[config.mk]
export PLATFORM = sky130hd
export DESIGN_NAME = instruction_fetch_unit
export DESIGN_NICKNAME = d
export VERILOG_FILES = /design/src/rtl/instruction_fetch_unit_pkg.sv /design/src/rtl/instruction_fetch_unit_pc_next_logic.sv /design/src/rtl/instruction_fetch_unit.sv
export SDC_FILE = /design/constraint.sdc
export NUM_CORES = 1
export LEC_CHECK = 0
export CAP_MARGIN = 40
export CORE_AREA = 2 2 183 185
export DETAILED_ROUTE_END_ITERATION = 12
export DIE_AREA = 0 0 185 187
export PLACE_DENSITY = 0.69
export REMOVE_ABC_BUFFERS = 1
export SYNTH_ARGS = -nofsm -noshare
export SYNTH_HDL_FRONTEND = slang
export SYNTH_HIERARCHICAL = 1
export SYNTH_SLANG_ARGS = --single-unit
[constraint.sdc]
create_clock -name clock -period 6.1 [get_ports clock]
set_input_delay 1.22 -clock clock [delete_from_list [all_inputs] [get_ports clock]]
set_output_delay 1.22 -clock clock [all_outputs]
set_load 0.03 [all_outputs]
[src/rtl/instruction_fetch_unit_pkg.sv]
// Shared LEGv8 definitions: PC-select encodings, fetch FSM states, reset PC.
// IFU_MISALIGN_TRAP_EN adds the HALT state for misaligned next-PC traps.
package instruction_fetch_unit_pkg;

  localparam logic [1:0] PS_HOLD   = 2'b00;
  localparam logic [1:0] PS_INC    = 2'b01;
  localparam logic [1:0] PS_BR     = 2'b10;
  localparam logic [1:0] PS_BRANCH = 2'b11;

  localparam logic [63:0] RESET_PC_DEFAULT = 64'h0;

  typedef enum logic [1:0] {
    FETCH = 2'b00,
    EXEC1 = 2'b01,
`ifdef IFU_MISALIGN_TRAP_EN
    EXEC2 = 2'b10,
    HALT  = 2'b11
`else
    EXEC2 = 2'b10
`endif
  } ifu_state_e;

  function automatic logic pc_misaligned(input logic [63:0] pc);
    return |(pc & 64'd3);
  endfunction

endpackage

[src/rtl/instruction_fetch_unit_pc_next_logic.sv]
// Combinational next-PC selection (hold, PC+4, register target, PC-relative branch).
// Alignment handling (IFU_MISALIGN_TRAP_EN) is left to the instantiating fetch unit.
module pc_next_logic
  import instruction_fetch_unit_pkg::*;
(
  input  logic [63:0] PC,
  input  logic [1:0]  PS,
  input  logic        EN_PC,
  input  logic [63:0] K,
  input  logic [63:0] pc_in,
  output logic [63:0] next_pc
);

  logic [63:0] pc_plus4_s;

  assign pc_plus4_s = PC + 64'd4;

  // Select the candidate PC; K is a word offset, hence the shift by two
  always_comb begin
    next_pc = PC;
    if (EN_PC) begin
      case (PS)
        PS_HOLD:   next_pc = PC;
        PS_INC:    next_pc = pc_plus4_s;
        PS_BR:     next_pc = pc_in;
        PS_BRANCH: next_pc = pc_plus4_s + (K << 2);
        default:   next_pc = PC;
      endcase
    end else begin
      next_pc = PC;
    end
  end

endmodule

[src/rtl/instruction_fetch_unit.sv]
// LEGv8 instruction fetch unit: FETCH / EXEC1 / EXEC2 sequencing and PC register.
// Define IFU_MISALIGN_TRAP_EN to trap misaligned next-PC values into HALT.
module instruction_fetch_unit
  import instruction_fetch_unit_pkg::*;
#(
  parameter logic [63:0] RESET_PC = RESET_PC_DEFAULT
) (
  input  logic        clock,
  input  logic        reset,
  input  logic [1:0]  PS,
  input  logic        EN_PC,
  input  logic        NS,
  input  logic [63:0] K,
  input  logic [63:0] pc_in,
  output logic        imem_req,
  output logic [63:0] imem_addr,
  input  logic [31:0] imem_rdata,
  input  logic        imem_valid,
  output logic [31:0] instruction,
  output logic        instr_valid,
  output logic [63:0] PC,
  output logic [63:0] PC4
);

  ifu_state_e  state_r;
  ifu_state_e  state_s;
  logic [63:0] pc_r;
  logic [31:0] instr_r;
  logic        imem_req_r;
  logic        instr_valid_r;
  logic [63:0] pc_calc_s;
  logic [63:0] pc_next_s;
  logic        pc_update_s;
  logic        pc_load_s;
  logic        fetch_done_s;

  pc_next_logic u_pc_next_logic (
    .PC      (pc_r),
    .PS      (PS),
    .EN_PC   (EN_PC),
    .K       (K),
    .pc_in   (pc_in),
    .next_pc (pc_calc_s)
  );

  // Only a request we actually have outstanding can complete a fetch
  assign fetch_done_s = (state_r == FETCH) && imem_req_r && imem_valid;

  // Next-state and PC-load decision
  always_comb begin
    state_s     = state_r;
    pc_update_s = 1'b0;
    pc_load_s   = 1'b0;
    pc_next_s   = pc_calc_s & ~64'd3;
    case (state_r)
      FETCH: begin
        if (fetch_done_s) state_s = EXEC1;
        else              state_s = FETCH;
      end
      EXEC1: begin
        if (NS) begin
          state_s = EXEC2;
        end else begin
          state_s     = FETCH;
          pc_update_s = 1'b1;
        end
      end
      EXEC2: begin
        state_s     = FETCH;
        pc_update_s = 1'b1;
      end
`ifdef IFU_MISALIGN_TRAP_EN
      HALT:    state_s = HALT;
`endif
      default: state_s = FETCH;
    endcase
`ifdef IFU_MISALIGN_TRAP_EN
    pc_next_s = pc_calc_s;
    if (pc_update_s && pc_misaligned(pc_calc_s)) begin
      state_s   = HALT;
      pc_load_s = 1'b0;
    end else begin
      pc_load_s = pc_update_s;
    end
`else
    pc_load_s = pc_update_s;
`endif
  end

  // State, PC, instruction register and registered handshake outputs
  always_ff @(posedge clock or negedge reset) begin
    if (!reset) begin
      state_r       <= FETCH;
      pc_r          <= RESET_PC;
      instr_r       <= 32'h0;
      imem_req_r    <= 1'b0;
      instr_valid_r <= 1'b0;
    end else begin
      state_r <= state_s;
      if (pc_load_s)    pc_r    <= pc_next_s;
      if (fetch_done_s) instr_r <= imem_rdata;
      imem_req_r    <= (state_s == FETCH);
      instr_valid_r <= (state_s == EXEC1) || (state_s == EXEC2);
    end
  end

  assign imem_req    = imem_req_r;
  assign imem_addr   = pc_r;
  assign instruction = instr_r;
  assign instr_valid = instr_valid_r;
  assign PC          = pc_r;
  assign PC4         = pc_r + 64'd4;

endmodule

## Word-level counts from Yosys, hierarchy flattened

Index checks and enable logic that the tools add are counted.
Widths: inputs -> output; s select.

| storage, ports and cells | value |
|---|---|
| register bits after elaboration | 98 |
| input port bits | 167 |
| output and inout bits | 226 |
| word-level logic and storage cells | 28 |

| operators by class | value |
|---|---|
| add/sub/neg operators | 2 |
| equal/unequal tests | 7 |
| muxes and demuxes | 6 |
| bitwise gates (word level) | 1 |
| reductions and logical operators | 7 |

Operators with widths:

| operator | count |
|---|---|
| $pmux 64 s4 | 1 |
| $add 64x3->64 const B | 1 |
| $add 64x64->64 | 1 |
| $eq 2x2->1 const B | 4 |
| $eq 2x1->1 const B | 3 |
| $logic_not 2->1 | 3 |
| $pmux 2 s2 | 1 |
| $reduce_and 3->1 | 1 |
| $logic_and 1x1->1 | 2 |
| $mux 1 | 2 |
| $mux 2 | 1 |
| $pmux 1 s2 | 1 |
| $logic_or 1x1->1 | 1 |
| $not 1->1 | 1 |

## Logic depth before layout (Yosys ltp)

| depth | value |
|---|---|
| depth in word-level cells | 7 |
| mapped depth | 21 |
| depth with buffers taken out | 20 |

## By module

The synthesis kept the hierarchy.

By module, submodules not included:

| module | times used | cells an instance | area an instance (µm²) | sequential area each (µm²) |
|---|---|---|---|---|
| pc_next_logic | 1 | 1135 | 7293.2 | 0.0 |
| instruction_fetch_unit | 1 | 493 | 5576.6 | 2452.4 |

## Worst setup path before layout

OpenSTA, ideal clock, no wires.

| timing | value |
|---|---|
| path type | flip-flop to flip-flop |
| start point | reg pc_r[5] (netlist: PC[5]) |
| end point | reg pc_r[63] (netlist: PC[63]) |
| library setup time | 125 ps |
| arrival | 4908 ps |
| required time | 5975 ps |
| slack | 1067 ps |
| cell stages (with the launch flop) | 21 |
| buffers on the path | 2 |
| clock period less this slack | 5033 ps |
| cells stage by stage | dfrtp_1 buf_2 and4_2 nand3_1 nor4_2 nand2_1 nor2_1 xor2_1 ha_1 clkbuf_1 a21oi_1 o21bai_1 a21o_1 a21o_1 a21oi_1 o21bai_1 a22o_1 a211oi_1 nor4_1 or3_1 mux2_2 |

| on the way | value |
|---|---|
| longest elaborated chain between the ends | 3 |

Ends and longest elaborated chain:

| what | RTL line | source |
|---|---|---|
| start, declared | instruction_fetch_unit.sv:27 | `logic [63:0] pc_r;` |
| start signal, assigned | instruction_fetch_unit.sv:100 | `if (pc_load_s) pc_r <= pc_next_s;` |
| $add 64x3->64 (*) | instruction_fetch_unit_pc_next_logic.sv:16 | `assign pc_plus4_s = PC + 64'd4;` |
| $add 64x64->64 | instruction_fetch_unit_pc_next_logic.sv:26 | `PS_BRANCH: next_pc = pc_plus4_s + (K << 2);` |
| $pmux 64 s4 (*) | instruction_fetch_unit_pc_next_logic.sv:22 | `case (PS)` |

Every way passes the cells marked *; elsewhere a longest branch is shown, timed or not.
A chain may end at the register's enable or synchronous reset.

## Final worst setup path

| timing | value |
|---|---|
| start point | reg pc_r[16] (netlist: PC[16]) |
| end point | reg pc_r[63] (netlist: PC[63]) |

The elaborated chain is that of the path after synthesis.

==> impl_metrics.py <==
metrics = {
    "run_status": {
        "status": "finished, final reports clean",
    },
    "floorplanning": {
        "die-area_sq_um": 34600,
        "rows": 67,
        "die_x_um": 185,
        "coreArea_sq_um": 32860,
        "io_pins": 393,
        "start_util_pct": 39.08,
        "die_h_um": 187,
    },
    "clock_network": {
        "ctsLongestPathBuffers": 2,
        "path_clk_slew_ps": 80,
        "cts_tree": "built",
        "clock-sinks": 98,
        "hold_buffers": 0,
        "cts_setup_buffers": 0,
        "h-tree-depth": 3,
        "cts-buffers-inserted": 9,
        "clk_latency_ps": 400,
        "cts-resized-gates": 0,
        "cts_root_buffer": "clkbuf_16",
    },
    "drt": {
        "viasPerCell": 5.948,
        "wl_per_cell_um": 22.27,
        "drtPass1Iterations": 6,
        "drc": 0,
        "drtIter0Drc": 1266,
        "vias": 14120,
        "wl_mm": 52.88,
        "antenna_left": 0,
    },
    "worst_setup_path": {
        "path_class": "reg -> reg",
        "worst_setup_path_start_kind": "flop",
        "end_kind": "flop",
        "critical_path_arrival_ps": 5730,
        "crit_path_max_fanout": 10,
        "worst-endpoint-required_ps": 6370,
    },
    "sta": {
        "slew_viol_final": 0,
        "worst_slew_pin_slew_ps": 890.6,
        "slew_headroom_pct": 40.30,
        "rsz0062_at_grt": "no",
        "tns_ps": 0,
        "finalClockSkew_ps": 24.71,
        "fmax_ghz": 0.1832,
        "fin_crit_sh_pct": 89.47,
        "fin_crit_ps": 5458,
        "holdWs_ps": 509.3,
        "report.final.hold_viol_count": 0,
        "setup_viol": 0,
    },
    "global_routing": {
        "grt_max_degree": 60,
        "grt_pass1_wl_mm": 79.67,
        "overflow": 0,
        "antenna_found_initial": 2,
        "grt_pass1_vias": 13980,
        "track_usage_pct": 29.71,
    },
    "synth": {
        "synth.avg_cell_area_sq_um": 7.904,
        "syn_area_sq_um": 12840,
        "yosysWarnings": 6,
        "syn_inst": 1625,
    },
    "placed_design": {
        "gp_congestion": 0.9522,
        "hpwl_mm": 39.63,
        "portBuffers": 382,
    },
    "pwr": {
        "peakVddDrop_mv": 0.3472,
        "power.leakage_nw": 6.854,
        "power.density_nw_per_um2": 539.2,
        "power_w": 0.009211,
    },
    "cells_and_area": {
        "filler_cell_count": 3147,
        "mostFrequentLayoutCells": "380 x clkdlybuf4s50_1, 159 x nor2_1, 138 x nand2_1",
        "drive_gt1_share_pct": 11.38,
        "area_growth_syn_to_layout_pct": 33.01,
        "fin_nets": 2168,
        "final_common_cell": "clkdlybuf4s50_1",
    },
    "hold_path": {
        "hold_path.class": "reg -> reg",
    },
    "job": {
        "maxCapViolCount": 0,
    },
}
worst max-delay path, stage by stage (launching register included):
cell and delay (ps):
dfrtp_1 590, and3_4 290, nand3_1 200, nor3_2 310
nand2b_1 210, nor2_1 280, nand2_1 160, nor3_1 350
xor2_1 210, ha_1 330, inv_1 140, o21bai_1 90
a21o_1 190, a21o_1 180, a21oi_1 170, o21bai_1 110
a22o_1 240, a211oi_1 500, nor4_1 130, or3_1 400
mux2_2 260
stage by stage:
stage	utilization (%)	cell area, sq um	std cells	setup WS (ps)
3_5_place_dp	51.00	16760	2357	798.4
3_3_place_gp	50.90	16730	2355	812.4
6_report	51.98	17080	2374	642.1
5_1_grt	51.98	17080	2374	363.0
4_1_cts	51.98	17080	2373	761.8
2_1_floorplan	-	11960	1475	966.1
worst paths after layout:
check                                       startpoint                     endpoint  slack [ps]  cells after the start
max in group asynchronous                        reset         state_r[0]$_DFF_PN0_        4020                      2
max                                 PC[16]$_DFFE_PN0P_           PC[63]$_DFFE_PN0P_         640                     20
max reg2reg                         PC[16]$_DFFE_PN0P_           PC[63]$_DFFE_PN0P_         640                     20
min in group asynchronous                        reset  instruction[10]$_DFFE_PN0P_         870                      1
min reg2reg                instruction[12]$_DFFE_PN0P_  instruction[12]$_DFFE_PN0P_         510                      1
min                        instruction[12]$_DFFE_PN0P_  instruction[12]$_DFFE_PN0P_         510                      1
sequential cells by signal, indices dropped and copies added (netlist names):
name / count
instruction: 32
PC: 62
instr_valid: 1
imem_req: 1
state_r: 2
layout make-up:
class	instances	area [sq um]	area share, %
Sequential cell	98	2452	14.36
Tap cell	448	560.5	3.281
Inverter	32	120.1	0.7031
Clock buffer	9	225.2	1.318
Multi-Input combinational cell	1345	9403	55.04
Antenna cell	1	2.502	0.01465
Clock inverter	7	96.34	0.5640
Timing Repair Buffer	434	4223	24.72
report_power, final:
group,internal [W],leakage (nW),switching (W),total [W]
Sequential,0.000952,1.20,0.000513,0.00146
Combinational,0.00293,5.50,0.00413,0.00706
Clock,0.000333,0.154,0.000351,0.000684
Total,0.00422,6.85,0.00499,0.00921
per-layer routing:
layer	GRT usage (%)	part of all wire, %	vias up
li1	-	-	6472
met5	0	0.023	-
met2	48.17	46	720
met3	5.666	8.7	121
met1	38.33	41	6805
met4	12.85	4.2	2
(Power assumes the default switching activity.)
